===== src/rtl/cdc_host_if.sv =====
// LC8951-compatible CDC host interface: CPU register port, multi-slot sector ring, byte transfer engine.
// Define CDC_CMD_EN to add the 4-deep COMIN command FIFO and its CMD_* stream port.
module cdc_host_if #(
  parameter int unsigned SLOTS = 4,
  parameter int unsigned AW    = 16,
  parameter int unsigned DBC_W = 12
) (
  input  logic          CLK_SYS,
  input  logic          RESET,
  input  logic          nWR,
  input  logic          nRD,
  input  logic          RS,
  input  logic [7:0]    DIN,
  output logic [7:0]    DOUT,
  input  logic [31:0]   HEAD_IN,
  input  logic          SECTOR_WR_DONE,
  output logic [AW-1:0] WA_OUT,
  output logic [AW-1:0] BUF_ADDR,
  output logic          BUF_RD,
  input  logic [7:0]    BUF_Q,
  output logic [7:0]    XFER_DATA,
  output logic          XFER_VALID,
  input  logic          XFER_READY,
  output logic          CDC_nIRQ,
  output logic          NEXT_SECTOR_REQ
`ifdef CDC_CMD_EN
  ,
  output logic [7:0]    CMD_DATA,
  output logic          CMD_VALID,
  input  logic          CMD_READY
`endif
);

  localparam int unsigned SectorBytes = 2352;
  localparam int unsigned RingBytes   = SLOTS * SectorBytes;
  localparam int unsigned OccW        = $clog2(SLOTS + 1);
  localparam logic [OccW-1:0] OccFull = OccW'(SLOTS);

  typedef enum logic [2:0] {StIdle, StRd, StWait, StPres, StDone} xfer_state_e;
  xfer_state_e state_q, state_d;

  logic             nwr_q, nrd_q;
  logic [3:0]       ar_q;
  logic             cmdien_q, dteien_q, decien_q, douten_q, decen_q;
  logic [DBC_W-1:0] dbc_q;
  logic [AW-1:0]    dac_q, wa_q, pt_q;
  logic [31:0]      head_q;
  logic             dtei_q, deci_q, nvalst_q, req_pend_q;
  logic [OccW-1:0]  occ_q;
  logic [7:0]       data_q, dout_q;
  logic             nirq_q, nsr_q;

  logic        cmdi;
  logic [7:0]  sbout;
  logic        wr_edge, rd_edge, wr_ptr, rd_ptr;
  logic        we_dttrg, we_dtack, rd_stat3, sector_in;
  logic        accept, done, busy;
  logic [7:0]  rd_data;
  logic [15:0] dbc_ext, dac_ext, wa_ext, pt_ext;
  logic [31:0] wa_sum;
  logic [AW-1:0] wa_next;

  // Strobe falling edges; a coincident write suppresses the read.
  assign wr_edge   = nwr_q & ~nWR;
  assign rd_edge   = nrd_q & ~nRD & ~wr_edge;
  assign wr_ptr    = wr_edge & RS;
  assign rd_ptr    = rd_edge & RS;
  assign we_dttrg  = wr_ptr && (ar_q == 4'd6);
  assign we_dtack  = wr_ptr && (ar_q == 4'd7);
  assign rd_stat3  = rd_ptr && (ar_q == 4'd15);
  assign sector_in = SECTOR_WR_DONE & decen_q;
  assign busy      = (state_q != StIdle);

  assign dbc_ext = 16'(dbc_q);
  assign dac_ext = 16'(dac_q);
  assign wa_ext  = 16'(wa_q);
  assign pt_ext  = 16'(pt_q);
  assign wa_sum  = 32'(wa_q) + SectorBytes;
  assign wa_next = (wa_sum >= RingBytes) ? '0 : AW'(wa_sum);

  always_comb begin
    rd_data = 8'h00;
    if (!RS) begin
      rd_data = {4'h0, ar_q};
    end else begin
      case (ar_q)
        4'd0:    rd_data = sbout;
        4'd1:    rd_data = {~cmdi, ~dtei_q, ~deci_q, 1'b1, ~busy, 1'b1, ~busy, 1'b1};
        4'd2:    rd_data = dbc_ext[7:0];
        4'd3:    rd_data = {{4{dtei_q}}, dbc_ext[11:8]};
        4'd4:    rd_data = head_q[31:24];
        4'd5:    rd_data = head_q[23:16];
        4'd6:    rd_data = head_q[15:8];
        4'd7:    rd_data = head_q[7:0];
        4'd8:    rd_data = pt_ext[7:0];
        4'd9:    rd_data = pt_ext[15:8];
        4'd10:   rd_data = wa_ext[7:0];
        4'd11:   rd_data = wa_ext[15:8];
        4'd15:   rd_data = {nvalst_q, 7'b0};
        default: rd_data = 8'h00;
      endcase
    end
  end

  always_comb begin
    state_d = state_q;
    accept  = 1'b0;
    done    = 1'b0;
    unique case (state_q)
      StIdle: if (we_dttrg && douten_q) state_d = StRd;
      StRd:   state_d = StWait;
      StWait: state_d = StPres;
      StPres: begin
        if (XFER_READY) begin
          accept  = 1'b1;
          state_d = (dbc_q == '0) ? StDone : StRd;
        end
      end
      StDone: begin
        done    = 1'b1;
        state_d = StIdle;
      end
      default: state_d = StIdle;
    endcase
  end

  always_ff @(posedge CLK_SYS) begin
    if (RESET) state_q <= StIdle;
    else       state_q <= state_d;
  end

  always_ff @(posedge CLK_SYS) begin
    if (RESET) begin
      nwr_q      <= 1'b1;
      nrd_q      <= 1'b1;
      ar_q       <= 4'd0;
      cmdien_q   <= 1'b0;
      dteien_q   <= 1'b0;
      decien_q   <= 1'b0;
      douten_q   <= 1'b0;
      decen_q    <= 1'b0;
      dbc_q      <= '0;
      dac_q      <= '0;
      wa_q       <= '0;
      pt_q       <= AW'(4);
      head_q     <= '0;
      dtei_q     <= 1'b0;
      deci_q     <= 1'b0;
      nvalst_q   <= 1'b1;
      req_pend_q <= 1'b0;
      occ_q      <= '0;
      data_q     <= 8'h00;
      dout_q     <= 8'h00;
      nirq_q     <= 1'b1;
      nsr_q      <= 1'b0;
    end else begin
      nwr_q <= nWR;
      nrd_q <= nRD;
      nsr_q <= 1'b0;

      if (rd_edge) dout_q <= rd_data;

      if (wr_edge && !RS) ar_q <= DIN[3:0];
      else if ((wr_ptr || rd_ptr) && ar_q != 4'd0) ar_q <= ar_q + 4'd1;

      if (wr_ptr) begin
        case (ar_q)
          4'd1: begin
            cmdien_q <= DIN[7];
            dteien_q <= DIN[6];
            decien_q <= DIN[5];
            douten_q <= DIN[1];
          end
          4'd2:    dbc_q   <= DBC_W'({dbc_ext[15:8], DIN});
          4'd3:    dbc_q   <= DBC_W'({DIN, dbc_ext[7:0]});
          4'd4:    dac_q   <= AW'({dac_ext[15:8], DIN});
          4'd5:    dac_q   <= AW'({DIN, dac_ext[7:0]});
          4'd8:    wa_q    <= AW'({wa_ext[15:8], DIN});
          4'd9:    wa_q    <= AW'({DIN, wa_ext[7:0]});
          4'd10:   decen_q <= DIN[7];
          default: ;
        endcase
      end

      if (sector_in) begin
        head_q <= HEAD_IN;
        pt_q   <= wa_q + AW'(4);
        wa_q   <= wa_next;
      end

      if (state_q == StWait) data_q <= BUF_Q;
      if (accept) begin
        dac_q <= dac_q + AW'(1);
        if (dbc_q != '0) dbc_q <= dbc_q - DBC_W'(1);
      end

      // Setting a flag always beats the CPU clearing it in the same cycle.
      if (done)          dtei_q <= 1'b1;
      else if (we_dtack) dtei_q <= 1'b0;

      if (sector_in) begin
        deci_q   <= 1'b1;
        nvalst_q <= 1'b0;
      end else if (rd_stat3) begin
        deci_q   <= 1'b0;
        nvalst_q <= 1'b1;
      end

      case ({sector_in && (occ_q != OccFull), done && (occ_q != '0)})
        2'b10:   occ_q <= occ_q + OccW'(1);
        2'b01:   occ_q <= occ_q - OccW'(1);
        default: ;
      endcase

      // A STAT3 read with the ring full defers the request until a slot frees.
      if (rd_stat3) begin
        if (occ_q < OccFull) nsr_q      <= 1'b1;
        else                 req_pend_q <= 1'b1;
      end else if (req_pend_q && occ_q < OccFull) begin
        nsr_q      <= 1'b1;
        req_pend_q <= 1'b0;
      end

      nirq_q <= ~|{cmdi & cmdien_q, dtei_q & dteien_q, deci_q & decien_q};
    end
  end

`ifdef CDC_CMD_EN
  logic [7:0] fifo_q [4];
  logic [1:0] fifo_rd_q;
  logic [2:0] fifo_cnt_q;
  logic       ncmdbrk_q;
  logic       push, pop;

  assign push      = wr_ptr && (ar_q == 4'd0) && (fifo_cnt_q != 3'd4);
  assign pop       = CMD_VALID && CMD_READY;
  assign CMD_VALID = (fifo_cnt_q != 3'd0);
  assign CMD_DATA  = fifo_q[fifo_rd_q];
  assign cmdi      = CMD_VALID;
  assign sbout     = CMD_DATA;

  always_ff @(posedge CLK_SYS) begin
    if (RESET) begin
      fifo_rd_q  <= 2'd0;
      fifo_cnt_q <= 3'd0;
      ncmdbrk_q  <= 1'b0;
    end else begin
      if (wr_ptr && ar_q == 4'd1) ncmdbrk_q <= DIN[4];
      if (!ncmdbrk_q) begin
        fifo_rd_q  <= 2'd0;
        fifo_cnt_q <= 3'd0;
      end else begin
        if (push) fifo_q[fifo_rd_q + fifo_cnt_q[1:0]] <= DIN;
        if (pop)  fifo_rd_q <= fifo_rd_q + 2'd1;
        fifo_cnt_q <= fifo_cnt_q + 3'(push) - 3'(pop);
      end
    end
  end
`else
  assign cmdi  = 1'b0;
  assign sbout = 8'h00;
`endif

  assign DOUT            = dout_q;
  assign WA_OUT          = wa_q;
  assign BUF_ADDR        = dac_q;
  assign BUF_RD          = (state_q == StRd);
  assign XFER_DATA       = data_q;
  assign XFER_VALID      = (state_q == StPres);
  assign CDC_nIRQ        = nirq_q;
  assign NEXT_SECTOR_REQ = nsr_q;

endmodule


===== config.mk =====
export PLATFORM = sky130hd
export DESIGN_NAME = cdc_host_if
export DESIGN_NICKNAME = d
export VERILOG_FILES = /design/src/rtl/cdc_host_if.sv
export SDC_FILE = /design/constraint.sdc
export NUM_CORES = 1
export LEC_CHECK = 0
export ABC_AREA = 0
export BUFFER_PORTS_ARGS = -buffer_cell sky130_fd_sc_hd__buf_2
export CAP_MARGIN = 30
export CORE_MARGIN = 2
export CORE_UTILIZATION = 58
export DETAILED_ROUTE_END_ITERATION = 6
export GPL_ROUTABILITY_DRIVEN = 0
export PLACE_DENSITY = 0.86
export SLEW_MARGIN = 20
export SYNTH_ARGS = -nofsm -noshare
export SYNTH_HDL_FRONTEND = slang
export SYNTH_SLANG_ARGS = --single-unit

===== constraint.sdc =====
create_clock -name CLK_SYS -period 2.7 [get_ports CLK_SYS]
set_input_delay 0.54 -clock CLK_SYS [delete_from_list [all_inputs] [get_ports CLK_SYS]]
set_output_delay 0.54 -clock CLK_SYS [all_outputs]
set_load 0.02 [all_outputs]

==> impl_metrics.csv, run 1 <==
group,metric,value,unit
die,std_cell_rows,40,
die,die_x,114.9,µm
cts,clk_latency,420,ps
setup_path,criticalPathCategory,"register to register",
setup_path,crit_path_end_kind,"register",
setup_path,cp_data_arrival_time,2780,ps
detailed_routing,top_layer,"met4",
grt,gr-total-overflow,0,
synth,ys_ff_latch,130,
detailed_routing,drc_errors,0,
grt,grt_usage,0.3215,
timing,rsz0062_at_grt,"no",
setup_path,r2r_cells,8,
timing,tns,0,ps
synth,synth-seq-area-share,0.3651,
detailed_routing,drtAntennaViolNets,0,
die,dieArea,13190,µm²
cts,h-tree-depth,4,
timing,timing.slew.headroom,0.4110,
layout,finish.utilization,0.6931,
setup_path,reg2reg_setup_slack,270,ps
outcome,status,"completed",
cts,cts_hold_buf,0,
synth,ys_async_sr_fraction,0,
die,initial_utilization,0.5934,
grt,grt_pass1_wl,33600,µm
setup_path,crit_path_start,"WA_OUT[5]",
job,cap_violations,0,
setup_path,cp_max_fo,8,
grt,antenna_found_initial,0,
synth,ys_top_cells_by_area,"dfxtp_1 (37%), nand2_1 (7.3%), a21oi_1 (6.2%), nor2_1 (4.1%), a211oi_1 (3.3%)",
pwr,leakage,0.003126,µW
timing,fin_skew,7.777,ps
pwr,cellPowerDensity,553.7,nW/µm²
detailed_routing,via_per_inst,6.531,
timing,slew_viol_final,0,
pwr,irDropWorstVdd,618.6,µV
grt,grt_pass1_vias,6782,
timing,fin_crit,2430,ps
timing,max_freq,411.5,MHz
die,fp.dieH,114.9,µm
detailed_routing,wl_met2,9690,µm
detailed_routing,drt-total-wl,21150,µm
cts,clock_tree.buffer_depth,2,
placement,place_hpwl,14120,µm
synth,synthTopCellsByCount,"nand2_1 (138), dfxtp_1 (130), a21oi_1 (88)",
synth,synth_area_per_cell,7.973,µm²
synth,netlist_area,7128,µm²
cts,cts-buffers-inserted,17,
layout,area_delta_synth_final,16.80,%
setup_path,r2r-start,"WA_OUT[5]",
layout,drive_gt1_frac,0.2016,
cts,tritoncts,"built",
die,ios,107,
setup_path,endpoint,"WA_OUT[0]",
synth,yosys.area.top_type_share,0.3651,
setup_path,r2r_end,"WA_OUT[0]",
detailed_routing,met3_length,2078,µm
layout,antenna_cells,0,
synth,yosysWarnings,0,
die,coreArea,12010,µm²
synth,ys_types,79,
detailed_routing,dr.pass1.iters,7,
hold_path,min_path_type,"input port to register",
detailed_routing,drt-initial-drc-count,1066,
timing,timing.final.crit_share,0.9001,
synth,synthFlopType,"dfxtp_1",
synth,synth-edff-count,0,
synth,yosysMostFrequentCell,"nand2_1",
grt,grt_max_degree,79,
synth,synthCells,894,
detailed_routing,dr_total_vias,7471,
timing,hold_viol_final,0,
hold_path,hold_path.startpoint,"nRD",
setup_path,critPathRequiredTime,3040,ps
cts,root_buffer,"clkbuf_16",
timing,worst_pin_slew,882.5,ps
cts,numClockSinks,130,
layout,fin_nets,1051,
synth,synth_fp_nets,961,
cts,clk_pin_slew_worst_paths,60,ps
pwr,power,4610,µW
detailed_routing,wl_per_cell,18.49,µm
synth,synth_top_area_cell,"dfxtp_1",
detailed_routing,wl_met1,8549,µm
placement,io_buffer_count,106,
timing,setup_violations,0,
setup_path,critPathLaunchType,"register",
## report_power, final
group / leakage, µW / switching [µW] / internal, µW
Sequential: 0.00105 / 15.6 / 1930
Clock: 0.000281 / 873 / 1400
Combinational: 0.00180 / 248 / 138
## critical path, cell delays in order, from the launching register on
cell and delay (ps):
dfxtp_1 310, inv_1 110, ha_1 270, nand3b_1 180, nand2_1 190, or2_2 360
a31o_2 270, o311ai_4 400, mux2i_1 250
## flip-flops by register name (all words and copies together), names as in the netlist, 3 cells and up
| signal | cells |
|---|---|
| ar_q | 4 |
| dbc_q | 12 |
| state_q | 3 |
| pt_ext | 16 |
| occ_q | 3 |
| XFER_DATA | 8 |
| DOUT | 8 |
| WA_OUT | 16 |
| BUF_ADDR | 16 |
| head_q | 32 |
## cells in the final DEF, fill, tap and decap left out, types with 4 or more instances in the layout
| master | count |
|---|---|
| nor4_1 | 7 |
| dfxtp_1 | 130 |
| clkbuf_16 | 17 |
| xor2_1 | 5 |
| nand2b_1 | 6 |
| a21oi_1 | 88 |
| a22oi_1 | 7 |
| a311oi_1 | 8 |
| o21ai_0 | 38 |
| inv_1 | 18 |
| mux2i_1 | 21 |
| a31oi_1 | 10 |
| and3_1 | 12 |
| nor2b_1 | 4 |
| o211ai_1 | 5 |
| or2_2 | 5 |
| or3_1 | 8 |
| clkinv_2 | 4 |
| a211oi_1 | 31 |
| o21a_1 | 5 |
| xnor2_1 | 15 |
| a221oi_1 | 18 |
| nand3b_1 | 4 |
| nor2_1 | 77 |
| buf_2 | 105 |
| clkinvlp_4 | 4 |
| ha_1 | 11 |
| nor3_1 | 32 |
| a222oi_1 | 12 |
| buf_4 | 36 |
| nand3_1 | 31 |
| nand4_1 | 5 |
| a22o_1 | 6 |
| nand2_1 | 138 |
| and2_1 | 4 |
## stage by stage
step | worst slack [ps] | instances | cell area, µm² | hold WS [ps]
floorplan | 159.0 | 894 | 7128 | 433.2
global placement | 297.5 | 1111 | 7729 | 440.9
detailed placement | 208.8 | 1111 | 7729 | 445.8
CTS | 172.7 | 1143 | 8318 | 324.2
global route | 93.47 | 1144 | 8325 | 333.5
finish | 269.8 | 1144 | 8325 | 334.6
## repair_timing
action                     in CTS  in global routing
setup endpoints to repair       0                  9
buffers inserted                0                  1
resized for setup               0                  1
## layout make-up
cell class | instances | area (µm²)
fillers | 944 | 3686
inverters | 19 | 71.32
repair buffers | 142 | 815.8
well taps | 147 | 183.9
clock buffers | 19 | 452.9
clock inverters | 13 | 136.4
multi-input cells | 674 | 4063
flip-flops and latches | 130 | 2603
## worst min path at each step
stage                  to  slack, ps  cells past startpoint
2_1_floorplan  head_q[16]        430                      2
3_3_place_gp   head_q[16]        440                      2
3_5_place_dp   head_q[17]        450                      2
4_1_cts             nrd_q        320                      2
5_1_grt             nrd_q        330                      2
6_report            nrd_q        330                      2
## kinds of logic (layout without fill, tap and decap cells)
family                   Yosys count  in the layout  synth area share
AND/OR/NAND/NOR                  362            362            0.2401
AO/OA/AOI/OAI                    257            257            0.2496
flip-flops                       130            130            0.3651
buffers and inverters             90            193           0.06512
multiplexers                      22             22           0.03107
XOR/XNOR                          21             21           0.02686
adder cells (fa/ha/maj)           12             12           0.02212
## layer usage
| layer | GRT usage | up-vias |
|---|---|---|
| met5 | 0 | - |
| met4 | 0.1414 | 0 |
| met2 | 0.5067 | 467 |
| met1 | 0.4283 | 3472 |
| li1 | - | 3450 |
| met3 | 0.06589 | 82 |
No activity file was read; power rests on OpenSTA's default activity.
==> run 2: changes to the inputs <==
CORE_UTILIZATION = 56   (was 58)
PLACE_DENSITY = 0.84   (was 0.86)
==> run 2 against run 1 <==
  * Routed wire length is 1.3% lower
  * Final cell count up 1.7%
  * First-iteration DRC count shrank 12%
  * Core utilization is 2.6 points lower
  * Maximum frequency is 3.4% lower
  * Clock power increased by 8%
  * Clock skew hardly changed
  * Critical path depth is 2 higher
  * Register-to-register slack got worse by 80 ps
==> impl_metrics.csv, run 2 (synthesis results as in run 1) <==
group,metric,value,unit
timing,max_freq,397.7,MHz
setup_path,crit_path_start,"WA_OUT[5]",
layout,most-common-layout-cells,"nand2_1 (138), dfxtp_1 (130), buf_2 (105)",
setup_path,r2r_end,"WA_OUT[13]",
layout,largest_register,"head_q",
timing,rsz0062_at_grt,"no",
setup_path,cp_data_arrival_time,2830,ps
setup_path,criticalPathCategory,"register to register",
hold_path,min_path_type,"input port to register",
timing,timing.slew.headroom,0.4236,
cts,clk_latency,430,ps
placement,io_buffer_count,106,
placement,place_hpwl,13950,µm
detailed_routing,dr_total_vias,7336,
grt,gr-total-overflow,0,
pwr,cellPowerDensity,571.4,nW/µm²
setup_path,critical_path_buf_inv_count,3,
detailed_routing,drc_errors,0,
timing,fin_crit,2515,ps
layout,finish.utilization,0.6672,
timing,timing.final.crit_share,0.9314,
timing,slew_viol_final,0,
setup_path,endpoint,"WA_OUT[13]",
die,ios,107,
setup_path,r2r_cells,10,
grt,antenna_found_initial,0,
layout,largest_reg_flops,32,
outcome,status,"completed",
setup_path,cp_max_fo,8,
detailed_routing,wl_per_cell,17.94,µm
timing,worst_slack,185.3,ps
job,cap_violations,0,
setup_path,critPathRequiredTime,3020,ps
setup_path,cp.depth,10,
layout,area_delta_synth_final,17.17,%
detailed_routing,dr.pass1.iters,6,
die,std_cell_rows,41,
die,dieArea,13650,µm²
cts,tritoncts,"built",
grt,grt_max_degree,62,
cts,cts_resized,0,
pwr,irDropWorstVdd,428.7,µV
setup_path,reg2reg_setup_slack,190,ps
cts,cts-buffers-inserted,17,
placement,place_ws,225.8,ps
layout,fin_nets,1046,
die,initial_utilization,0.5695,
setup_path,cp_slowest_cell,"dfxtp_1",
setup_path,cpPeakStageDelay,330,ps
detailed_routing,drt-initial-drc-count,933,
setup_path,cp_common_cell,"buf_4",
grt,grt_pass1_vias,6452,
timing,fin_skew,7.499,ps
layout,drive_gt1_frac,0.1966,
die,coreArea,12520,µm²
setup_path,critPathLaunchType,"register",
cts,clock_tree.buffer_depth,2,
die,fp.dieH,116.8,µm
detailed_routing,drtAntennaViolNets,0,
layout,antenna_cells,0,
die,die_x,116.8,µm
grt,grt_usage,0.3095,
detailed_routing,via_per_inst,6.302,
timing,worst_pin_slew,863.7,ps
layout,final_common_cell,"nand2_1",
timing,tns,0,ps
cts,clk_pin_slew_worst_paths,60,ps
setup_path,r2r-start,"WA_OUT[5]",
setup_path,crit_path_end_kind,"register",
grt,grt_pass1_wl,32960,µm
setup_path,crit_family,"simple AND/OR/NAND/NOR gates",
detailed_routing,drt-total-wl,20880,µm
cts,h-tree-depth,4,
timing,setup_violations,0,
setup_path,path_cells,"inv_1 -> ha_1 -> nand3b_1 -> nand2_1 -> o311ai_0 -> buf_4 -> a311oi_4 -> buf_4 -> a221oi_1 -> nor3_1",
timing,hold_viol_final,0,
cts,numClockSinks,130,
pwr,leakage,0.003119,µW
cts,root_buffer,"clkbuf_16",
## run 2: changes by cell type in the layout (fill, tap and decap cells not counted), moves of 2 or more
cell	previous run	this run
buf_4	36	32
clkbuf_8	2	6
clkinv_2	4	2
clkinv_4	3	0
## run 2: worst min path at each step
| stage | startpoint | end | slack, ps | cells past startpoint |
|---|---|---|---|---|
| 6_report | nRD | nrd_q | 320 | 2 |
| 3_5_place_dp | head_q[23] | head_q[23] | 450 | 2 |
| 3_3_place_gp | head_q[16] | head_q[16] | 440 | 2 |
| 4_1_cts | nRD | nrd_q | 310 | 2 |
| 2_1_floorplan | head_q[16] | head_q[16] | 430 | 2 |
| 5_1_grt | nRD | nrd_q | 330 | 2 |
## run 2: layout make-up
type / instances / area (µm²)
fill: 1065 / 4165
sequential: 130 / 2603
clock buffer: 24 / 511.7
multi-input combinational: 674 / 4063
inverter: 19 / 71.32
clock inverter: 8 / 122.6
timing repair buffer: 137 / 765.7
tap: 172 / 215.2
## run 2: report_power, final
part           switching [µW]  total, µW  internal [µW]  leakage (µW)
clock                     850       2450           1600      0.000304
combinational             244        378            134       0.00177
sequential               15.7       1950           1930       0.00105
total                    1110       4770           3660       0.00312
## run 2: per-layer routing
| metal | vias to the layer above | GRT usage | share of wire |
|---|---|---|---|
| li1 | 3427 | - | - |
| met1 | 3408 | 0.4286 | 0.42 |
| met2 | 444 | 0.4755 | 0.46 |
| met3 | 57 | 0.06076 | 0.097 |
| met4 | 0 | 0.1263 | 0.028 |
| met5 | - | 0 | 0 |
## run 2: repair_timing
| action | 4_1_cts | 5_1_grt |
|---|---|---|
| endpoints found under the hold margin | 0 | 0 |
| hold buffers | 0 | 0 |
| setup buffers | 0 | 2 |
| endpoints found under the setup margin | 0 | 3 |
## run 2: worst reg2reg max path, stage by stage (launching register included)
cell	delay [ps]
dfxtp_1	330
inv_1	80
ha_1	290
nand3b_1	230
nand2_1	250
o311ai_0	170
buf_4	180
a311oi_4	300
buf_4	200
a221oi_1	90
nor3_1	280
## run 2: metrics by stage
step | hold slack (ps) | total power, µW | cell area, µm² | cells
floorplan | 433.2 | 2212 | 7128 | 894
global route | 330.5 | 4902 | 8352 | 1164
global placement | 441.8 | 2350 | 7702 | 1130
CTS | 314.5 | 4771 | 8337 | 1162
finish | 320.4 | 4772 | 8352 | 1164
detailed placement | 448.3 | 2353 | 7702 | 1130
